[src/rtl/mipi_csi_packet_ctrl.sv]
// CSI-2 RAW10 receive sequencer: header decode with ECC check, VC/DT filtering,
// payload gating to the unpacker, frame/line sync and counters, error pulses.
module mipi_csi_packet_ctrl #(
    parameter int WC_W      = 16,
    parameter int FCNT_W    = 16,
    parameter int ECC_CHECK = 1
) (
    input  logic              clk_i,
    input  logic              reset,
    input  logic              enable_i,
    input  logic [1:0]        vc_sel_i,
    input  logic [5:0]        dt_sel_i,
    input  logic              data_valid_i,
    input  logic [31:0]       data_i,
    output logic              payload_valid_o,
    output logic [31:0]       payload_o,
    output logic              payload_last_o,
    output logic [2:0]        payload_bytes_o,
    output logic              frame_active_o,
    output logic              fsync_o,
    output logic              lsync_o,
    output logic [WC_W-1:0]   line_count_o,
    output logic [FCNT_W-1:0] frame_count_o,
    output logic              ecc_err_o,
    output logic              pkt_err_o
);

    // The header is decoded in the IDLE cycle it arrives, so no separate header state.
    typedef enum logic [1:0] {
        ST_IDLE,
        ST_PAYLOAD,
        ST_SKIP,
        ST_TRAIL
    } state_t;

    state_t              r_state, w_state_nxt;
    logic                r_payload_valid, w_payload_valid;
    logic [31:0]         r_payload, w_payload;
    logic                r_last, w_last;
    logic [2:0]          r_bytes, w_bytes;
    logic                r_frame_active, w_frame_active;
    logic                r_fsync, w_fsync;
    logic                r_lsync, w_lsync;
    logic [WC_W-1:0]     r_line, w_line;
    logic [FCNT_W-1:0]   r_frame, w_frame;
    logic                r_ecc_err, w_ecc_err;
    logic                r_pkt_err, w_pkt_err;
    logic [WC_W-1:0]     r_remaining, w_remaining;

    logic [1:0]          w_vc;
    logic [5:0]          w_dt;
    logic [WC_W-1:0]     w_wc;
    logic                w_ecc_ok;

    function automatic logic [5:0] csiEcc(input logic [23:0] d);
        logic [5:0] p;
        p[0] = d[0]^d[1]^d[2]^d[4]^d[5]^d[7]^d[10]^d[11]^d[13]^d[16]^d[20]^d[21]^d[22]^d[23];
        p[1] = d[0]^d[1]^d[3]^d[4]^d[6]^d[8]^d[10]^d[12]^d[14]^d[17]^d[20]^d[21]^d[22]^d[23];
        p[2] = d[0]^d[2]^d[3]^d[5]^d[6]^d[9]^d[11]^d[12]^d[15]^d[18]^d[20]^d[21]^d[22];
        p[3] = d[1]^d[2]^d[3]^d[7]^d[8]^d[9]^d[13]^d[14]^d[15]^d[19]^d[20]^d[21]^d[23];
        p[4] = d[4]^d[5]^d[6]^d[7]^d[8]^d[9]^d[16]^d[17]^d[18]^d[19]^d[20]^d[22]^d[23];
        p[5] = d[10]^d[11]^d[12]^d[13]^d[14]^d[15]^d[16]^d[17]^d[18]^d[19]^d[21]^d[22]^d[23];
        return p;
    endfunction

    assign w_vc = data_i[7:6];
    assign w_dt = data_i[5:0];
    assign w_wc = WC_W'(data_i[23:8]);
    // Reserved ECC bits [7:6] must be zero, so the whole top byte is compared.
    assign w_ecc_ok = (ECC_CHECK == 0) || (data_i[31:24] == {2'b00, csiEcc(data_i[23:0])});

    always_comb begin
        w_state_nxt     = r_state;
        w_payload_valid = 1'b0;
        w_payload       = r_payload;
        w_last          = 1'b0;
        w_bytes         = 3'd0;
        w_frame_active  = r_frame_active;
        w_fsync         = 1'b0;
        w_lsync         = r_lsync;
        w_line          = r_line;
        w_frame         = r_frame;
        w_ecc_err       = 1'b0;
        w_pkt_err       = 1'b0;
        w_remaining     = r_remaining;

        case (r_state)
            ST_IDLE: begin
                if (data_valid_i) begin
                    w_state_nxt = ST_TRAIL;
                    if (!enable_i) begin
                        w_state_nxt = ST_TRAIL;
                    end else if (!w_ecc_ok) begin
                        w_ecc_err = 1'b1;
                    end else if (w_vc != vc_sel_i) begin
                        w_state_nxt = ST_TRAIL;
                    end else if (w_dt < 6'h10) begin
                        if (w_dt == 6'h00) begin
                            w_fsync        = 1'b1;
                            w_frame_active = 1'b1;
                            w_line         = '0;
                        end else if (w_dt == 6'h01 && r_frame_active) begin
                            w_frame_active = 1'b0;
                            w_frame        = r_frame + FCNT_W'(1);
                        end
                    end else if (w_wc != '0) begin
                        w_remaining = w_wc;
                        if (w_dt == dt_sel_i) begin
                            w_state_nxt = ST_PAYLOAD;
                            w_lsync     = 1'b1;
                        end else begin
                            w_state_nxt = ST_SKIP;
                        end
                    end
                end
            end

            ST_PAYLOAD, ST_SKIP: begin
                if (data_valid_i) begin
                    if (r_state == ST_PAYLOAD) begin
                        w_payload_valid = 1'b1;
                        w_payload       = data_i;
                    end
                    if (r_remaining <= WC_W'(4)) begin
                        w_remaining = '0;
                        w_state_nxt = ST_TRAIL;
                        if (r_state == ST_PAYLOAD) begin
                            w_last  = 1'b1;
                            w_bytes = r_remaining[2:0];
                            w_lsync = 1'b0;
                            w_line  = r_line + WC_W'(1);
                        end
                    end else begin
                        w_remaining = r_remaining - WC_W'(4);
                    end
                end else begin
                    // Burst ended early: abort without a last beat or line increment.
                    w_pkt_err   = 1'b1;
                    w_lsync     = 1'b0;
                    w_remaining = '0;
                    w_state_nxt = ST_IDLE;
                end
            end

            ST_TRAIL: begin
                if (!data_valid_i) begin
                    w_state_nxt = ST_IDLE;
                end
            end

            default: begin
                w_state_nxt = ST_IDLE;
            end
        endcase
    end

    always_ff @(posedge clk_i) begin
        if (reset) begin
            r_state         <= ST_IDLE;
            r_payload_valid <= 1'b0;
            r_payload       <= '0;
            r_last          <= 1'b0;
            r_bytes         <= '0;
            r_frame_active  <= 1'b0;
            r_fsync         <= 1'b0;
            r_lsync         <= 1'b0;
            r_line          <= '0;
            r_frame         <= '0;
            r_ecc_err       <= 1'b0;
            r_pkt_err       <= 1'b0;
            r_remaining     <= '0;
        end else begin
            r_state         <= w_state_nxt;
            r_payload_valid <= w_payload_valid;
            r_payload       <= w_payload;
            r_last          <= w_last;
            r_bytes         <= w_bytes;
            r_frame_active  <= w_frame_active;
            r_fsync         <= w_fsync;
            r_lsync         <= w_lsync;
            r_line          <= w_line;
            r_frame         <= w_frame;
            r_ecc_err       <= w_ecc_err;
            r_pkt_err       <= w_pkt_err;
            r_remaining     <= w_remaining;
        end
    end

    assign payload_valid_o = r_payload_valid;
    assign payload_o       = r_payload;
    assign payload_last_o  = r_last;
    assign payload_bytes_o = r_bytes;
    assign frame_active_o  = r_frame_active;
    assign fsync_o         = r_fsync;
    assign lsync_o         = r_lsync;
    assign line_count_o    = r_line;
    assign frame_count_o   = r_frame;
    assign ecc_err_o       = r_ecc_err;
    assign pkt_err_o       = r_pkt_err;

endmodule

[config.mk]
export PLATFORM = sky130hd
export DESIGN_NAME = mipi_csi_packet_ctrl
export DESIGN_NICKNAME = d
export VERILOG_FILES = /design/src/rtl/mipi_csi_packet_ctrl.sv
export SDC_FILE = /design/constraint.sdc
export NUM_CORES = 1
export LEC_CHECK = 0
export BUFFER_PORTS_ARGS = -buffer_cell sky130_fd_sc_hd__buf_4
export CELL_PAD_IN_SITES_DETAIL_PLACEMENT = 2
export CELL_PAD_IN_SITES_GLOBAL_PLACEMENT = 2
export CORE_ASPECT_RATIO = 0.8
export CORE_MARGIN = 8
export CORE_UTILIZATION = 31
export CTS_CLUSTER_DIAMETER = 200
export DETAILED_ROUTE_END_ITERATION = 10
export GPL_ROUTABILITY_DRIVEN = 1
export PLACE_DENSITY_LB_ADDON = 0.1
export SLEW_MARGIN = 25
export SYNTH_ARGS = -nofsm -noshare
export SYNTH_HDL_FRONTEND = slang
export SYNTH_SLANG_ARGS = --single-unit
[constraint.sdc]
create_clock -name clk_i -period 3.65 [get_ports clk_i]
set_input_delay 0.73 -clock clk_i [delete_from_list [all_inputs] [get_ports clk_i]]
set_output_delay 0.73 -clock clk_i [all_outputs]
set_load 0.02 [all_outputs]
# [After elaboration in Yosys (flattened, before gate mapping)]
# Cells that the tools add are included.
[totals] regBits=92 inputBits=44 output_inout_bits=74 word_cells=190
[classes] add_sub_neg=3 n_lt_le_gt_ge=2 eq_ne=22 muxes=47 bitwise_logic=83 reduce_logical=20
[ops] op="16-bit 2-to-1 mux" count=17
[ops] op="1-bit XOR" count=73
[ops] op="16-bit case mux with 2 select lines" count=2
[ops] op="16-bit by 1-bit adder with 16-bit output, second input constant" count=2
[ops] op="2-bit inequality test, second input constant" count=13
[ops] op="2-bit 2-to-1 mux" count=10
[ops] op="10-bit AND reduction" count=2
[ops] op="16-bit by 3-bit <= comparator with 1-bit output, second input constant" count=1
[ops] op="1-bit 2-to-1 mux" count=16
[ops] op="16-bit nonzero test" count=1
[ops] op="16-bit by 3-bit subtractor with 16-bit output, second input constant" count=1
[ops] op="7-bit AND reduction" count=2
[ops] op="1-bit inverter" count=10
[ops] op="8-bit by 6-bit equality test with 1-bit output" count=1
[ops] op="8-bit AND reduction" count=1
[ops] op="4-bit OR reduction" count=2
[ops] op="7-bit OR reduction" count=1
[ops] op="6-bit by 1-bit equality test with 1-bit output, second input constant" count=1
[ops] op="6-bit equality test" count=1
[ops] op="6-bit logical NOT" count=1
[ops] op="6-bit by 5-bit less-than comparator with 1-bit output, second input constant" count=1
[ops] op="3-bit inequality test, second input constant" count=2
[ops] op="2-bit case mux with 3 select lines" count=1
[ops] op="3-bit AND reduction" count=2
[ops] op="other kinds (10)" count=13

# [Depth between registers and ports, before layout]
# Gate-level depths: netlist of the first run.
[depth] depth_word=18 mapped_depth=13 depth_no_buf=10

# [Worst setup path after synthesis of the first run]
# No wires, ideal clock.
[synth_timing] kind="input port to flip-flop" startpoint="in data_i[4]" endpoint="reg r_line[14], in the netlist line_count_o[14]" setup_time_ps=132 arrival_ps=3185 path_slack_ps=332 cell_stages=12 path_buffers=2 cell_sequence="inv_1 -> ha_1 -> nor4bb_1 -> a21o_1 -> nand2_1 -> or2_2 -> buf_2 -> or3_1 -> clkbuf_2 -> a2111oi_4 -> a31o_2 -> a21oi_1"
[synth_between] elab_chain_cells=15
[synth_lines] element="start: declaration" line_no="14" rtl="input logic [31:0] data_i,"
[synth_lines] element="1-bit XOR (12 in a row)" line_no="61" rtl="p[4] = d[4]^d[5]^d[6]^d[7]^d[8]^d[9]^d[16]^d[17]^d[18]^d[19]^d[20]^d[22]^d[23];"
[synth_lines] element="8-bit by 6-bit equality test with 1-bit output" line_no="70" rtl="assign w_ecc_ok = (ECC_CHECK == 0) || (data_i[31:24] == {2'b00, csiEcc(data_i[23:0])});"
[synth_lines] element="2-bit inequality test (no line)"
[synth_lines] element="10-bit AND reduction (no line) (*)"
[synth_lines] element="end signal: assignment" line_no="181" rtl="r_line <= w_line;"
[synth_lines] element="end: declaration" line_no="44" rtl="logic [WC_W-1:0] r_line, w_line;"
# Mark *: on every way between the ends. The rest lies on a longest branch, timed or not.
# A chain may end at the register's enable or synchronous reset.

# [Worst setup path in the final report of the first run]
[layout_timing] startpoint="in data_i[1]" endpoint="reg r_line[8], in the netlist line_count_o[8]"
[layout_between] elab_chain_cells=16
[layout_lines] element="1-bit XOR" line_no="57, 58"
[layout_lines] element="1-bit XOR (on tied branches) (12 in a row)" line_no="57, 58"
[layout_lines] element="8-bit by 6-bit equality test with 1-bit output" line_no="70"
[layout_lines] element="2-bit inequality test (no line)"
[layout_lines] element="10-bit AND reduction (no line) (*)"
# Marks and branches as above.

==> flow_summary.yaml, run 1 <==
status:
  status: "finished, final reports clean"
clock_tree:
  clock_path_buffers: 2
  h-tree-depth: 3
  cts_setup_buffers: 0
  cts_hold_buf: 0
  clk_latency_ns: 0.35
  clock-root-buffer: "clkbuf_16"
  cts-resized-gates: 0
  cts_tree: "yes"
  cts_buffers: 9
  clkSlewWorstSetupHoldPaths_ns: 0.07
  cts.sinks: 92
grt:
  grt_pass1_vias: 5249
  grt_max_degree: 39
  overflow: 0
  antenna_found_initial: 0
  grt_usage: 0.188
  grt_pass1_wl_mm: 29.6
pwr:
  power_density_mw_per_mm2: 632
  ir_worst_vdd_mv: 0.242
  p_leak_uw: 0.00256
  p_total_uw: 4050
floorplan:
  die_area_mm2: 0.0204
  die_h_um: 129
  die_x_um: 158
  fp-row-count: 41
  coreArea_mm2: 0.0157
  ioPinCount: 118
  start_util: 0.316
place:
  post-dp-hpwl_mm: 14.2
  gp_congestion: 0.784
  portBuffers: 117
  dpl-instance-area_mm2: 0.00611
setup_path:
  reg2reg_to: "line_count_o[12]"
  crit_start: "data_i[1]"
  r2r-start: "r_remaining[4]"
  ff2ff_path_depth: 8
  slowest_delay_ns: 0.54
  start_kind: "input port"
  reg2reg_slack_ns: 0.67
  crit_family: "XOR/XNOR gates"
  crit_end: "line_count_o[8]"
  cp.arrival_ns: 3.56
  path_depth: 11
  critPathCaptureType: "flip-flop"
  worstSetupPathType: "in -> reg"
  crit_path_max_fanout: 8
  crit_required_ns: 3.93
  worst_path_max_delay_cell: "or4_1"
  path_buf_inv: 2
  cp_cell_sequence: "buf_4, inv_1, ha_1, xnor2_1, xnor2_2, xnor3_1, nor4_4, o211a_4, a31oi_1, or4_1, a21oi_1"
synthesis:
  synth_nets: 659
  synth_most_common_cell: "nand2_1"
  synthCells: 601
  netlist_area_mm2: 0.00498
  synth_seq_area_share: 0.370
  syn_avg_cell_area_um2: 8.29
  ys_types: 58
  synth_async_sr_flop_share: 0
  synth.largest_area_cell: "dfxtp_1"
  synth-edff-count: 0
  yosys-top-cells-count: "94 x nand2_1, 92 x dfxtp_1, 64 x a21oi_1, 45 x nor2_1, 40 x xnor2_1"
  synth-main-ff-cell: "dfxtp_1"
  synth.area.top_cells: "dfxtp_1 37%, nand2_1 7.1%, xnor2_1 7.0%"
  yosys_warnings: 0
  synth_seq_cells: 92
  synth_top_area_frac: 0.370
drt:
  viasPerCell: 5.12
  ant_nets: 0
  wl_met3_um: 794
  wl_met1_mm: 8.66
  wl_met2_mm: 9.22
  wirelength_mm: 18.8
  first_iter_violations: 163
  drtPass1Iterations: 4
  highest_layer: "met4"
  drc: 0
  vias: 4766
  detail_route.wl_per_cell_um: 20.2
sta:
  slew_violations: 0
  max_freq_mhz: 305
  post-route-period-util: 0.900
  finalSetupViolations: 0
  hold_violations: 0
  rsz0062_at_grt: "false"
  hold_ws_ns: 0.462
  worst_slew_pin_slew_ns: 0.681
  min_period_ns: 3.28
  slew_headroom: 0.546
  fin_skew_ns: 0.00958
finish:
  drive_gt1_frac: 0.220
  area_delta_synth_final_pct: 28.6
  fin_util: 0.407
  num_antenna_cells: 0
  finalInstanceArea_mm2: 0.00641
  nets: 768
worst_hold_path:
  hp-class: "reg -> reg"
job:
  maxCapViolCount: 0
-- worst reg2reg max path, stage by stage (launching register included) --
cell,delay (ns)
dfxtp_1,0.39
nor4_4,0.48
o21a_1,0.28
a31oi_1,0.17
or2_2,0.32
or3_1,0.38
a2111oi_4,0.55
a31o_2,0.23
a21oi_1,0.06
-- area by class of cell --
type                    count  area, µm²
inverters                  26       97.6
flip-flops and latches     92       1840
clock buffers              13        250
fillers                  1833       9340
multi-input cells         451       2910
well taps                 215        269
repair buffers            130        988
clock inverters             3       46.3
-- cells by family after synthesis --
family                     Yosys count  synth area share
AOI/OAI and AO/OA                  133             0.171
adders and majority gates           14            0.0352
buffers and inverters               58            0.0452
xor gates and xnor gates            66             0.148
muxes                                2           0.00402
and+or+nand+nor                    236             0.227
DFF                                 92             0.370
-- per-layer routing --
| metal | vias to the layer above | track usage |
|---|---|---|
| met3 | 10 | 0.0463 |
| met5 | - | 0 |
| li1 | 2296 | - |
| met4 | 0 | 0.0391 |
| met1 | 2378 | 0.234 |
| met2 | 82 | 0.323 |
-- worst min-delay path by stage --
stage | cells past startpoint | from | to
after floorplan | 1 | r_remaining[0] | payload_bytes_o[0]
final | 2 | payload_o[14] | payload_o[14]
after global routing | 2 | payload_o[31] | payload_o[31]
after global placement | 2 | payload_o[7] | payload_o[7]
after detailed placement | 2 | payload_o[14] | payload_o[14]
after CTS | 2 | payload_o[14] | payload_o[14]
-- state kept, by name (all words and copies together) (netlist names) --
signal and flops:
payload_o 32, payload_last_o 1, frame_active_o 1, r_remaining 16
lsync_o 1, payload_valid_o 1, ecc_err_o 1, fsync_o 1
frame_count_o 16, r_state 2, line_count_o 16, payload_bytes_o 3
pkt_err_o 1
-- power breakdown --
part	total [µW]	internal [µW]	leakage, µW	switching, µW
clock	970	553	0.000140	417
sequential	1250	1130	0.000745	119
combinational	1830	704	0.00168	1130
-- metrics by stage --
stage	setup TNS (ns)	cells	setup WS (ns)
global placement	0	914	0.103
finish	0	930	0.367
global route	0	930	0.217
floorplan	0	601	0.332
CTS	0	930	0.349
detailed placement	-0.0151	914	-0.00751
-- cells in the final DEF (no fill, tap or decap), types with 3 or more instances in the layout --
| cell type | count |
|---|---|
| a211oi_1 | 9 |
| a21oi_1 | 64 |
| a22oi_1 | 3 |
| a31o_2 | 3 |
| a31oi_1 | 3 |
| and2_1 | 9 |
| and3_1 | 7 |
| buf_4 | 129 |
| clkbuf_1 | 3 |
| clkbuf_16 | 9 |
| dfxtp_1 | 92 |
| ha_1 | 14 |
| inv_1 | 26 |
| nand2_1 | 94 |
| nand3_1 | 22 |
| nand4_1 | 8 |
| nor2_1 | 45 |
| nor3_1 | 16 |
| nor4_1 | 5 |
| o21ai_0 | 21 |
| o31ai_1 | 4 |
| o32ai_1 | 3 |
| or2_2 | 4 |
| or3_1 | 10 |
| or4_1 | 3 |
| xnor2_1 | 40 |
| xnor3_1 | 10 |
| xor2_1 | 14 |
(Power assumes the default switching activity.)
==> inputs of run 2 (changes only) <==
--- a/config.mk
+++ b/config.mk
@@ -9,8 +9,8 @@
 export CELL_PAD_IN_SITES_DETAIL_PLACEMENT = 2
 export CELL_PAD_IN_SITES_GLOBAL_PLACEMENT = 2
 export CORE_ASPECT_RATIO = 0.8
-export CORE_MARGIN = 8
-export CORE_UTILIZATION = 31
+export CORE_MARGIN = 2
+export CORE_UTILIZATION = 28
 export CTS_CLUSTER_DIAMETER = 200
 export DETAILED_ROUTE_END_ITERATION = 10
 export GPL_ROUTABILITY_DRIVEN = 1
==> constraint.sdc (replaced) <==
create_clock -name clk_i -period 2.79 [get_ports clk_i]
set_input_delay 0.558 -clock clk_i [delete_from_list [all_inputs] [get_ports clk_i]]
set_output_delay 0.558 -clock clk_i [all_outputs]
set_load 0.02 [all_outputs]
==> run 2 against run 1 <==
  * The run now ends with negative setup slack left
  * Sequential share of layout area decreased by 4.2 points
  * Flip-flop and latch count did not move
  * Via count rose by 7.5%
  * Global-route usage is 1.6 points higher
  * Clock skew is 0.0015 ns lower
  * Largest power group unchanged
==> flow_summary.yaml, run 2 (synthesis gave the netlist of run 1 again) <==
status:
  status: "finished, violations left"
  violations: "negative setup slack"
setup_path:
  start_kind: "input port"
  reg2reg_slack_ns: 0.05
  crit_required_ns: 3.08
  cp.arrival_ns: 3.16
  worstSetupPathType: "in -> reg"
  crit_path_max_fanout: 8
  r2r-start: "r_state[0]"
  ff2ff_path_depth: 11
  critPathCaptureType: "flip-flop"
  reg2reg_to: "line_count_o[12]"
pwr:
  switching_share: 0.401
  p_leak_uw: 0.00309
  internal_power_uw: 3610
  ir_worst_vdd_mv: 0.395
  p_comb_frac: 0.498
  seq_power_share: 0.273
  power_density_mw_per_mm2: 805
  p_total_uw: 6040
  power.switching_uw: 2420
  p_clk_frac: 0.229
clock_tree:
  cts.sinks: 92
  cts_buffers: 9
  clock-root-buffer: "clkbuf_16"
  clkSlewWorstSetupHoldPaths_ns: 0.07
  cts_tree: "yes"
  clock_path_buffers: 2
  cts_hold_buf: 0
  h-tree-depth: 3
  clk_latency_ns: 0.36
worst_hold_path:
  hp-class: "reg -> reg"
  min-delay-start: "payload_o[8]"
  hold_path_end: "payload_o[8]"
  whs_path_depth: 2
grt:
  antenna_found_initial: 0
  overflow: 0
  grt_usage: 0.204
  grt_pass1_wl_mm: 30.3
  grt_pass1_vias: 5499
  grt_max_degree: 45
drt:
  drtPass1Iterations: 6
  drc: 0
  detail_route.wl_per_cell_um: 19.4
  ant_nets: 0
  viasPerCell: 5.00
  vias: 5124
  wirelength_mm: 19.9
  first_iter_violations: 152
sta:
  hold_violations: 0
  worst_slew_pin_slew_ns: 0.539
  post-route-period-util: 1.03
  min_period_ns: 2.87
  slew_violations: 0
  rsz0062_at_grt: "true"
  fin_skew_ns: 0.00809
  fin_ws_ns: -0.0812
  slew_headroom: 0.641
  finalSetupViolations: 4
  max_freq_mhz: 348
finish:
  drive_gt1_frac: 0.367
  fillCellCount: 1932
  multi_input_area_mm2: 0.00324
  layout_common_cells: "197 x buf_4, 94 x nand2_1, 92 x dfxtp_1"
  num_antenna_cells: 0
  final-instance-count-excl-fill: 1024
  fin_util: 0.432
  area_delta_synth_final_pct: 50.6
  final_common_cell: "buf_4"
  largest_reg_flops: 32
  nets: 852
  regArea_mm2: 0.00184
floorplan:
  die_x_um: 153
  start_util: 0.287
  die_area_mm2: 0.0189
  coreArea_mm2: 0.0174
  die_h_um: 123
  fp-row-count: 43
  ioPinCount: 118
place:
  portBuffers: 117
  pre_cts_ws_ns: -0.525
  gp_congestion: 0.822
  post-dp-hpwl_mm: 14.0
  dp_cells: 982
job:
  maxCapViolCount: 0
## run 2: cell count changes in the layout (fill, tap and decap cells not counted), moves of 5 or more
cell	before	now
xnor2_1	40	31
buf_6	0	9
a21oi_1	64	59
o21ai_0	21	15
nor3_1	16	11
xnor2_2	1	10
nor3_2	0	5
buf_4	129	197
## run 2: routing by layer
| metal | part of all wire | global-route usage | up-vias |
|---|---|---|---|
| met5 | 0 | 0 | - |
| met4 | 0.011 | 0.0440 | 0 |
| met3 | 0.035 | 0.0365 | 15 |
| met2 | 0.48 | 0.347 | 80 |
| met1 | 0.47 | 0.272 | 2563 |
| li1 | - | - | 2466 |
## run 2: area by class of cell
| cell class | count | share of cell area |
|---|---|---|
| multi-input combinational | 451 | 0.431 |
| sequential | 92 | 0.245 |
| timing repair buffer | 214 | 0.229 |
| tap | 225 | 0.0375 |
| clock buffer | 10 | 0.0319 |
| inverter | 26 | 0.0137 |
| clock inverter | 6 | 0.0115 |
## run 2: critical path, cell delays in order
cell,delay (ns)
buf_8,0.09
xnor3_2,0.45
xnor3_1,0.37
or2_1,0.23
mux2i_2,0.25
buf_4,0.18
o211a_4,0.17
buf_12,0.11
a31oi_4,0.11
or4_1,0.48
a21oi_1,0.15
## run 2: through the flow
stage	setup TNS (ns)	cell area (µm²)	hold WS (ns)
2_1_floorplan	-1.08	5100	0.447
3_3_place_gp	-15.14	6660	0.444
3_5_place_dp	-18.30	6660	0.455
4_1_cts	-0.0691	7170	0.450
5_1_grt	-1.24	7500	0.474
6_report	-0.193	7500	0.460
## run 2: how the worst max path moves through the flow
stage | start | end | cells past startpoint
after floorplan | data_i[13] | line_count_o[12] | 8
after global placement | data_i[16] | line_count_o[12] | 10
after detailed placement | data_i[16] | line_count_o[12] | 10
after CTS | data_i[5] | line_count_o[11] | 13
after global routing | data_i[9] | line_count_o[12] | 12
final | data_i[9] | line_count_o[11] | 11
## run 2: power groups by stage
stage / Combinational (µW) / Clock (µW) / Sequential [µW]
after floorplan: 1610 / 0 / 1700
after global placement: 2580 / 0 / 1660
after detailed placement: 2690 / 0 / 1670
after CTS: 2790 / 1430 / 1650
after global routing: 3260 / 1480 / 1670
final: 3010 / 1380 / 1650
## run 2: what timing repair did
| item | 4_1_cts | 5_1_grt |
|---|---|---|
| endpoints found under the hold margin | 0 | 0 |
| pin swaps | 14 | 11 |
| buffers inserted | 14 | 10 |
| gates resized for setup | 18 | 60 |
| gates cloned | 0 | 2 |
| endpoints found under the setup margin | 27 | 46 |
==> inputs of run 3 (changes only) <==
--- a/config.mk
+++ b/config.mk
@@ -10,8 +10,8 @@
 export CELL_PAD_IN_SITES_GLOBAL_PLACEMENT = 2
 export CORE_ASPECT_RATIO = 0.8
 export CORE_MARGIN = 2
-export CORE_UTILIZATION = 28
-export CTS_CLUSTER_DIAMETER = 200
+export CORE_UTILIZATION = 31
+export CTS_CLUSTER_DIAMETER = 50
 export DETAILED_ROUTE_END_ITERATION = 10
 export GPL_ROUTABILITY_DRIVEN = 1
 export PLACE_DENSITY_LB_ADDON = 0.1
==> constraint.sdc (replaced) <==
create_clock -name clk_i -period 2.8 [get_ports clk_i]
set_input_delay 0.56 -clock clk_i [delete_from_list [all_inputs] [get_ports clk_i]]
set_output_delay 0.56 -clock clk_i [all_outputs]
set_load 0.02 [all_outputs]
==> run 3 against run 2 <==
  * The flow still finishes with violations (negative setup slack)
  * Largest cell class unchanged
  * Core utilization rose by 4.1 points
  * Flip-flop and latch count did not move
  * Worst hold slack got worse by 0.0015 ns
  * Critical endpoint is now line_count_o[14]
==> flow_summary.yaml, run 3 (synthesis gave the netlist of run 1 again) <==
floorplan:
  die_h_um: 117
  ioPinCount: 118
  die_area_mm2: 0.0171
  die_x_um: 146
  coreArea_mm2: 0.0157
  start_util: 0.316
  fp-row-count: 41
clock_tree:
  h-tree-depth: 3
  clk_latency_ns: 0.36
  clkSlewWorstSetupHoldPaths_ns: 0.08
  cts_tree: "yes"
  clock_path_buffers: 2
  clock-root-buffer: "clkbuf_16"
  cts.sinks: 92
  cts_buffers: 9
finish:
  fin_util: 0.473
  regArea_mm2: 0.00184
  nets: 839
  fillCellCount: 1746
  drive_gt1_frac: 0.377
  largest_reg_flops: 32
  final_common_cell: "buf_4"
  area_delta_synth_final_pct: 49.6
  layout_common_cells: "189 x buf_4, 92 x dfxtp_1, 91 x nand2_1"
  multi_input_area_mm2: 0.00332
  num_antenna_cells: 0
  finalInstanceArea_mm2: 0.00745
setup_path:
  worstSetupPathType: "in -> reg"
  reg2reg_slack_ns: -0.03
  crit_required_ns: 3.09
  worst_path_max_delay_cell: "xnor3_1"
  start_kind: "input port"
  ff2ff_path_depth: 11
  cp_cell_sequence: "buf_4, xnor3_2, xnor2_2, xnor3_1, nor4_4, buf_4, buf_4, o2111ai_4, a2111oi_4, buf_4, nand4_1, a21oi_2"
  critPathCaptureType: "flip-flop"
  crit_path_max_fanout: 5
  cp.arrival_ns: 3.22
  cp_common_cell: "buf_4"
  slowest_delay_ns: 0.47
drt:
  first_iter_violations: 186
  drc: 0
  detail_route.wl_per_cell_um: 20.5
  viasPerCell: 5.12
  wirelength_mm: 20.6
  vias: 5125
  ant_nets: 0
  drtPass1Iterations: 4
grt:
  overflow: 0
  grt_max_degree: 40
  grt_pass1_vias: 5679
  grt_usage: 0.233
  grt_pass1_wl_mm: 31.7
  antenna_found_initial: 0
place:
  portBuffers: 117
  gp_congestion: 0.791
  dpl-instance-area_mm2: 0.00663
  post-dp-hpwl_mm: 13.9
pwr:
  p_leak_uw: 0.00303
  ir_worst_vdd_mv: 0.419
  power_density_mw_per_mm2: 811
sta:
  slew_violations: 0
  hold_violations: 0
  post-route-period-util: 1.04
  min_period_ns: 2.93
  finalSetupViolations: 6
  fin_skew_ns: 0.0110
  slew_headroom: 0.642
  worst_slew_pin_slew_ns: 0.533
  fin_ws_ns: -0.126
  rsz0062_at_grt: "true"
  max_freq_mhz: 342
job:
  maxCapViolCount: 0
status:
  status: "finished, violations left"
  violations: "negative setup slack"
worst_hold_path:
  whs_path_depth: 2
  hp-class: "reg -> reg"
==> run 3: metrics by stage <==
step | hold WS, ns | worst slack (ns) | instances | setup TNS [ns] | total power (µW)
after floorplan | 0.447 | -0.150 | 601 | -0.999 | 3300
after global placement | 0.444 | -0.473 | 970 | -14.47 | 4220
after detailed placement | 0.456 | -0.566 | 970 | -18.70 | 4330
after CTS | 0.461 | -0.0885 | 998 | -0.229 | 5840
after global routing | 0.483 | -0.256 | 1001 | -1.56 | 6420
final | 0.458 | -0.126 | 1001 | -0.405 | 6040
==> run 3: final cells by class <==
cell class | count | area share
flip-flops and latches | 92 | 0.247
multi-input cells | 451 | 0.446
clock inverters | 7 | 0.00991
well taps | 215 | 0.0361
repair buffers | 201 | 0.216
clock buffers | 9 | 0.0302
inverters | 26 | 0.0148
==> run 3: power breakdown <==
group / switching [µW] / total, µW / leakage (µW) / internal (µW)
Combinational: 1790 / 3130 / 0.00214 / 1340
Clock: 578 / 1280 / 0.000146 / 698
Sequential: 165 / 1640 / 0.000745 / 1470
Total: 2530 / 6040 / 0.00303 / 3510
==> run 3: repair_timing <==
| action | in CTS | in global routing |
|---|---|---|
| gates resized for setup | 45 | 51 |
| setup endpoints to repair | 34 | 43 |
| setup buffers | 11 | 3 |
| endpoints found under the hold margin | 0 | 0 |
| cloned | 1 | 1 |
| pin swaps | 28 | 8 |
| hold buffers | 0 | 0 |
==> run 3: final timing paths <==
path / start / end
setup / recovery: data_i[10] / line_count_o[14]
setup reg to reg: r_state[0] / line_count_o[14]
hold / removal: payload_o[7] / payload_o[7]
hold reg to reg: payload_o[7] / payload_o[7]
==> run 3: worst max-delay path: cells and delay by family <==
family / cells / cell delay (ns)
xor+xnor: 3 / 1.10
compound gates: 3 / 0.65
buf+inv: 4 / 0.57
simple gates: 2 / 0.32
==> run 3: per-layer routing <==
layer / up-vias / GRT usage / share of wire
met4: 0 / 0.0527 / 0.013
met2: 107 / 0.396 / 0.50
met5: - / 0 / 0
met3: 22 / 0.0591 / 0.038
li1: 2438 / - / -
met1: 2558 / 0.298 / 0.45
